==> src/rtl/pc_sequencer.sv <==
// Program-counter sequencer: BOOT/RUN/HALT FSM with stall, branch and jalr redirects.
// Defining PC_SEQUENCER_TRAP_EN adds trap entry (trap_req/trap_vector), mret and the epc register.
module pc_sequencer #(
    parameter int              XLEN         = 64,
    parameter logic [XLEN-1:0] RESET_VECTOR = '0,
    parameter int              INC          = 4,
    parameter int              IMM_SHIFT    = 1
) (
    input  logic            clk,
    input  logic            rst_n,
    input  logic            stall,
    input  logic            branch_taken,
    input  logic [XLEN-1:0] branch_imm,
    input  logic            jalr_valid,
    input  logic [XLEN-1:0] jalr_target,
    input  logic            halt,
    input  logic            resume,
`ifdef PC_SEQUENCER_TRAP_EN
    input  logic            trap_req,
    input  logic [XLEN-1:0] trap_vector,
    input  logic            mret,
    output logic [XLEN-1:0] epc,
`endif
    output logic [XLEN-1:0] pc,
    output logic            pc_valid,
    output logic [XLEN-1:0] seq_pc,
    output logic [1:0]      state
);

    typedef enum logic [1:0] {
        BOOT = 2'd0,
        RUN  = 2'd1,
        HALT = 2'd2
    } state_e;

    localparam logic [XLEN-1:0] INC_V = XLEN'(INC);

    state_e          cur;
    logic [XLEN-1:0] br_off;
    logic [XLEN-1:0] next_pc;

    assign state  = cur;
    assign seq_pc = pc + INC_V;
    // Two's-complement add makes the offset sign-correct; bits shifted past XLEN are dropped.
    assign br_off = branch_imm << IMM_SHIFT;

    always_comb begin
        next_pc = seq_pc;
`ifdef PC_SEQUENCER_TRAP_EN
        if (mret)
            next_pc = epc;
        else
`endif
        if (jalr_valid)
            next_pc = {jalr_target[XLEN-1:1], 1'b0};
        else if (branch_taken)
            next_pc = pc + br_off;
    end

    always_ff @(posedge clk) begin
        if (!rst_n) begin
            pc       <= RESET_VECTOR;
            cur      <= BOOT;
            pc_valid <= 1'b0;
`ifdef PC_SEQUENCER_TRAP_EN
            epc      <= '0;
`endif
        end else begin
`ifdef PC_SEQUENCER_TRAP_EN
            // A trap outranks every RUN/HALT condition, including stall and halt.
            if (trap_req && cur != BOOT) begin
                pc       <= trap_vector;
                epc      <= pc;
                cur      <= RUN;
                pc_valid <= 1'b1;
            end else
`endif
            case (cur)
                BOOT: begin
                    cur      <= RUN;
                    pc_valid <= 1'b1;
                end
                RUN: begin
                    if (halt) begin
                        cur      <= HALT;
                        pc_valid <= 1'b0;
                    end else if (!stall) begin
                        pc <= next_pc;
                    end
                end
                HALT: begin
                    if (resume && !halt) begin
                        cur      <= RUN;
                        pc_valid <= 1'b1;
                    end
                end
                default: begin
                    cur      <= BOOT;
                    pc_valid <= 1'b0;
                end
            endcase
        end
    end

endmodule
==> config.mk <==
export PLATFORM = sky130hd
export DESIGN_NAME = pc_sequencer
export DESIGN_NICKNAME = d
export VERILOG_FILES = /design/src/rtl/pc_sequencer.sv
export SDC_FILE = /design/constraint.sdc
export NUM_CORES = 1
export LEC_CHECK = 0
export CORE_MARGIN = 5
export CORE_UTILIZATION = 50
export DETAILED_ROUTE_END_ITERATION = 10
export GPL_TIMING_DRIVEN = 0
export PLACE_DENSITY = 0.95
export SYNTH_ARGS = -nofsm -noshare
export SYNTH_HDL_FRONTEND = slang
export SYNTH_SLANG_ARGS = --single-unit
==> constraint.sdc <==
create_clock -name clk -period 5.9 [get_ports clk]
set_input_delay 0.885 -clock clk [delete_from_list [all_inputs] [get_ports clk]]
set_output_delay 0.885 -clock clk [all_outputs]
set_load 0.02 [all_outputs]
==> reports/metrics.yaml, run 1 <==
status:
  outcome: "finished clean"
sta:
  rsz0062_at_grt: "no"
  tightest_slew_ns: 1.25
  tns_ns: 0
  drv_slew: 0
  post-route-min-period_ns: 5.44
  relSlewSlack: 0.160
  setup_violations: 0
  clock_skew_ns: 0.00701
  period_share: 0.922
  hold_violations: 0
  timing.fmax_mhz: 184
detailed_routing:
  routed-via-count: 11100
  ant_nets: 0
  drtIter0Drc: 1055
  drtPass1Iterations: 7
  route.detailed.drc: 0
  wirelength_um: 39100
  via_per_inst: 6.53
  wire_per_inst_um: 22.9
clock_network:
  clock_latency_ns: 0.36
  cts_hold_buf: 0
  h-tree-depth: 3
  cts_buffers: 9
  cts.path.max_buffers: 2
  cts_sinks: 65
  root_buffer: "clkbuf_16"
  clk_pin_slew_worst_paths_ns: 0.06
  cts_resized: 0
  cts_tree: "built"
  post-cts-setup-buffers: 0
synth:
  ys.flop_type: "dfxtp_1"
  ys_seq_elements: 65
  syn_area_um2: 8390
  yosys_warnings: 0
  syn_area_per_cell_um2: 6.96
  synth-async-reset-ratio: 0
  ys_types: 78
  synth_cells: 1206
  synth-seq-area-share: 0.155
  synth_edf_count: 0
layout:
  fin_area_um2: 11600
  final_common_cell: "clkdlybuf4s50_1"
  final_cell_mix: "clkdlybuf4s50_1, nand2_1, a21oi_1"
  syn2layout_area_growth_pct: 37.7
  drive_gt1_frac: 0.0297
  final_util: 0.699
  fin_nets: 1677
worst_setup_path:
  ff2ff_setup_slack_ns: 1.99
  cp_slowest_cell: "nor3_1"
  cp-start-kind: "flip-flop"
  r2r_end: "pc[59]"
  r2r_cells: 13
  critPathKind: "reg2out"
  crit_path_max_fanout: 9
  rr_startpoint: "pc[1]"
  path_depth: 10
  endpoint_kind: "output port"
  cpMostUsedCell: "nand3_1"
  cp_data_required_time_ns: 5.02
  startpoint: "pc[3]"
  path_buf_inv: 2
  crit_end: "seq_pc[52]"
  worstPathCellList: "ha_1 -> nand3_1 -> nor3_1 -> and3_1 -> and2_1 -> buf_2 -> nand3_1 -> nor2_1 -> xor2_1 -> clkdlybuf4s50_1"
  cp_data_arrival_time_ns: 4.56
  crit_family: "simple AND/OR/NAND/NOR gates"
  max_stage_delay_ns: 1.01
global_route:
  grt_max_degree: 12
  grt_pass1_wl_um: 59000
  grt_pass1_vias: 11000
  antenna_found_initial: 1
  groute.usage.overall: 0.377
  grt_overflow: 0
placement:
  dpl_cell_area_um2: 11300
  gp_congestion: 1.07
  port_buffers: 260
  place_hpwl_um: 30400
die:
  placementRows: 47
  die_w_um: 140
  dieHeight_um: 140
  dieArea_um2: 19500
  io_pins: 266
  core-area_um2: 16500
  initial_core_util: 0.508
job:
  maxCapViolCount: 0
power:
  power.density_nw_per_um2: 146
  vdd_ir_drop_max_mv: 0.153
  finalPower_mw: 1.68
  p_leak_nw: 4.63
min_path:
  hp-class: "reg2reg"
  hp-start: "pc[31]"
==> routing by layer <==
layer  global-route usage  up-vias  share of wire
li1                     -     4978              -
met1                0.438     5095           0.36
met2                0.616      849           0.45
met3                0.116      190           0.13
met4                0.212        2          0.060
met5               0.0226        -         0.0012
==> report_power, final <==
group	total, mW	internal [mW]	leakage (nW)	switching [mW]
Sequential	0.490	0.456	0.527	0.0347
Combinational	0.643	0.277	3.97	0.366
Clock	0.549	0.306	0.134	0.243
==> logic make-up after synthesis <==
family	count (synthesis)	synth area share
and+or+nand+nor	437	0.247
AOI/OAI and AO/OA	406	0.317
buffers and inverters	109	0.0510
xor gates and xnor gates	105	0.110
DFF	65	0.155
adders and majority gates	64	0.0963
muxes	19	0.0231
other	1	0.000447
==> synth_stat cells, types with 4 or more instances <==
library cell  instances  area share
a2111o_1              4      0.0054
a211oi_1             18       0.016
a21boi_0              6      0.0054
a21o_1               35       0.031
a21oi_1             119       0.071
a221oi_1              6      0.0063
a31oi_1              10      0.0075
a32oi_1               6      0.0063
and2_1               27       0.020
and3_1               16       0.012
and4_1                7      0.0073
buf_1                 5      0.0022
buf_4                 4      0.0036
clkbuf_1             63       0.028
dfxtp_1              65        0.16
ha_1                 63       0.094
inv_1                33       0.015
mux2i_1              16       0.019
nand2_1             147       0.066
nand2b_1              8      0.0060
nand3_1              51       0.030
nand4_1              33       0.025
nor2_1               98       0.044
nor2b_1               7      0.0052
nor3_1               19       0.011
o211ai_1             12       0.011
o21a_1                7      0.0063
o21ai_0              89       0.053
o21bai_1             15       0.013
o221ai_1             17       0.018
o22ai_1               6      0.0045
o31ai_1              10      0.0089
or3_1                 8      0.0060
xnor2_1              70       0.073
xor2_1               35       0.037
==> worst reg2reg max path: stages, from the launching register on <==
cell       delay (ns)
dfxtp_1          0.41
ha_1             0.23
inv_1            0.07
fa_1             0.39
and2b_1          0.24
o2111ai_2        0.14
a2111o_1         0.54
a31oi_4          0.28
a21oi_2          0.14
o41ai_4          0.44
a311o_2          0.36
a21oi_2          0.11
or4_1            0.40
nand3_1          0.08
==> worst min-delay path by stage <==
stage	to	depth (start not counted)
final	pc[31]	2
after global routing	pc[31]	2
after CTS	pc[31]	2
after detailed placement	pc[31]	2
after global placement	pc[20]	2
after floorplan	pc[55]	2
==> metrics by stage <==
stage / hold WS (ns) / instances / setup slack [ns]
4_1_cts: 0.537 / 1702 / 0.685
6_report: 0.540 / 1703 / 0.458
5_1_grt: 0.581 / 1702 / 0.324
3_5_place_dp: 0.529 / 1687 / 1.07
3_3_place_gp: 0.519 / 1687 / 1.13
2_1_floorplan: 0.578 / 1207 / 2.14
==> state kept, by name, summed over array words and instances, names as in the netlist <==
| signal | cells |
|---|---|
| state | 2 |
| pc | 63 |
==> layout make-up <==
class / instances / area, um2
Buffer: 75 / 300
Clock inverter: 4 / 28.8
Inverter: 34 / 128
Fill cell: 1405 / 4970
Multi-Input combinational cell: 1033 / 6670
Clock buffer: 11 / 253
Tap cell: 220 / 275
Antenna cell: 1 / 2.50
Timing Repair Buffer: 260 / 2600
Sequential cell: 65 / 1300
Note: power is estimated with default switching activity, not from simulation.
==> run 2, diff against run 1 <==
- TNS_END_PERCENT: unset -> 30
==> results of run 2 <==
No change in the layout: final DEF, timing and power equal those of run 1.
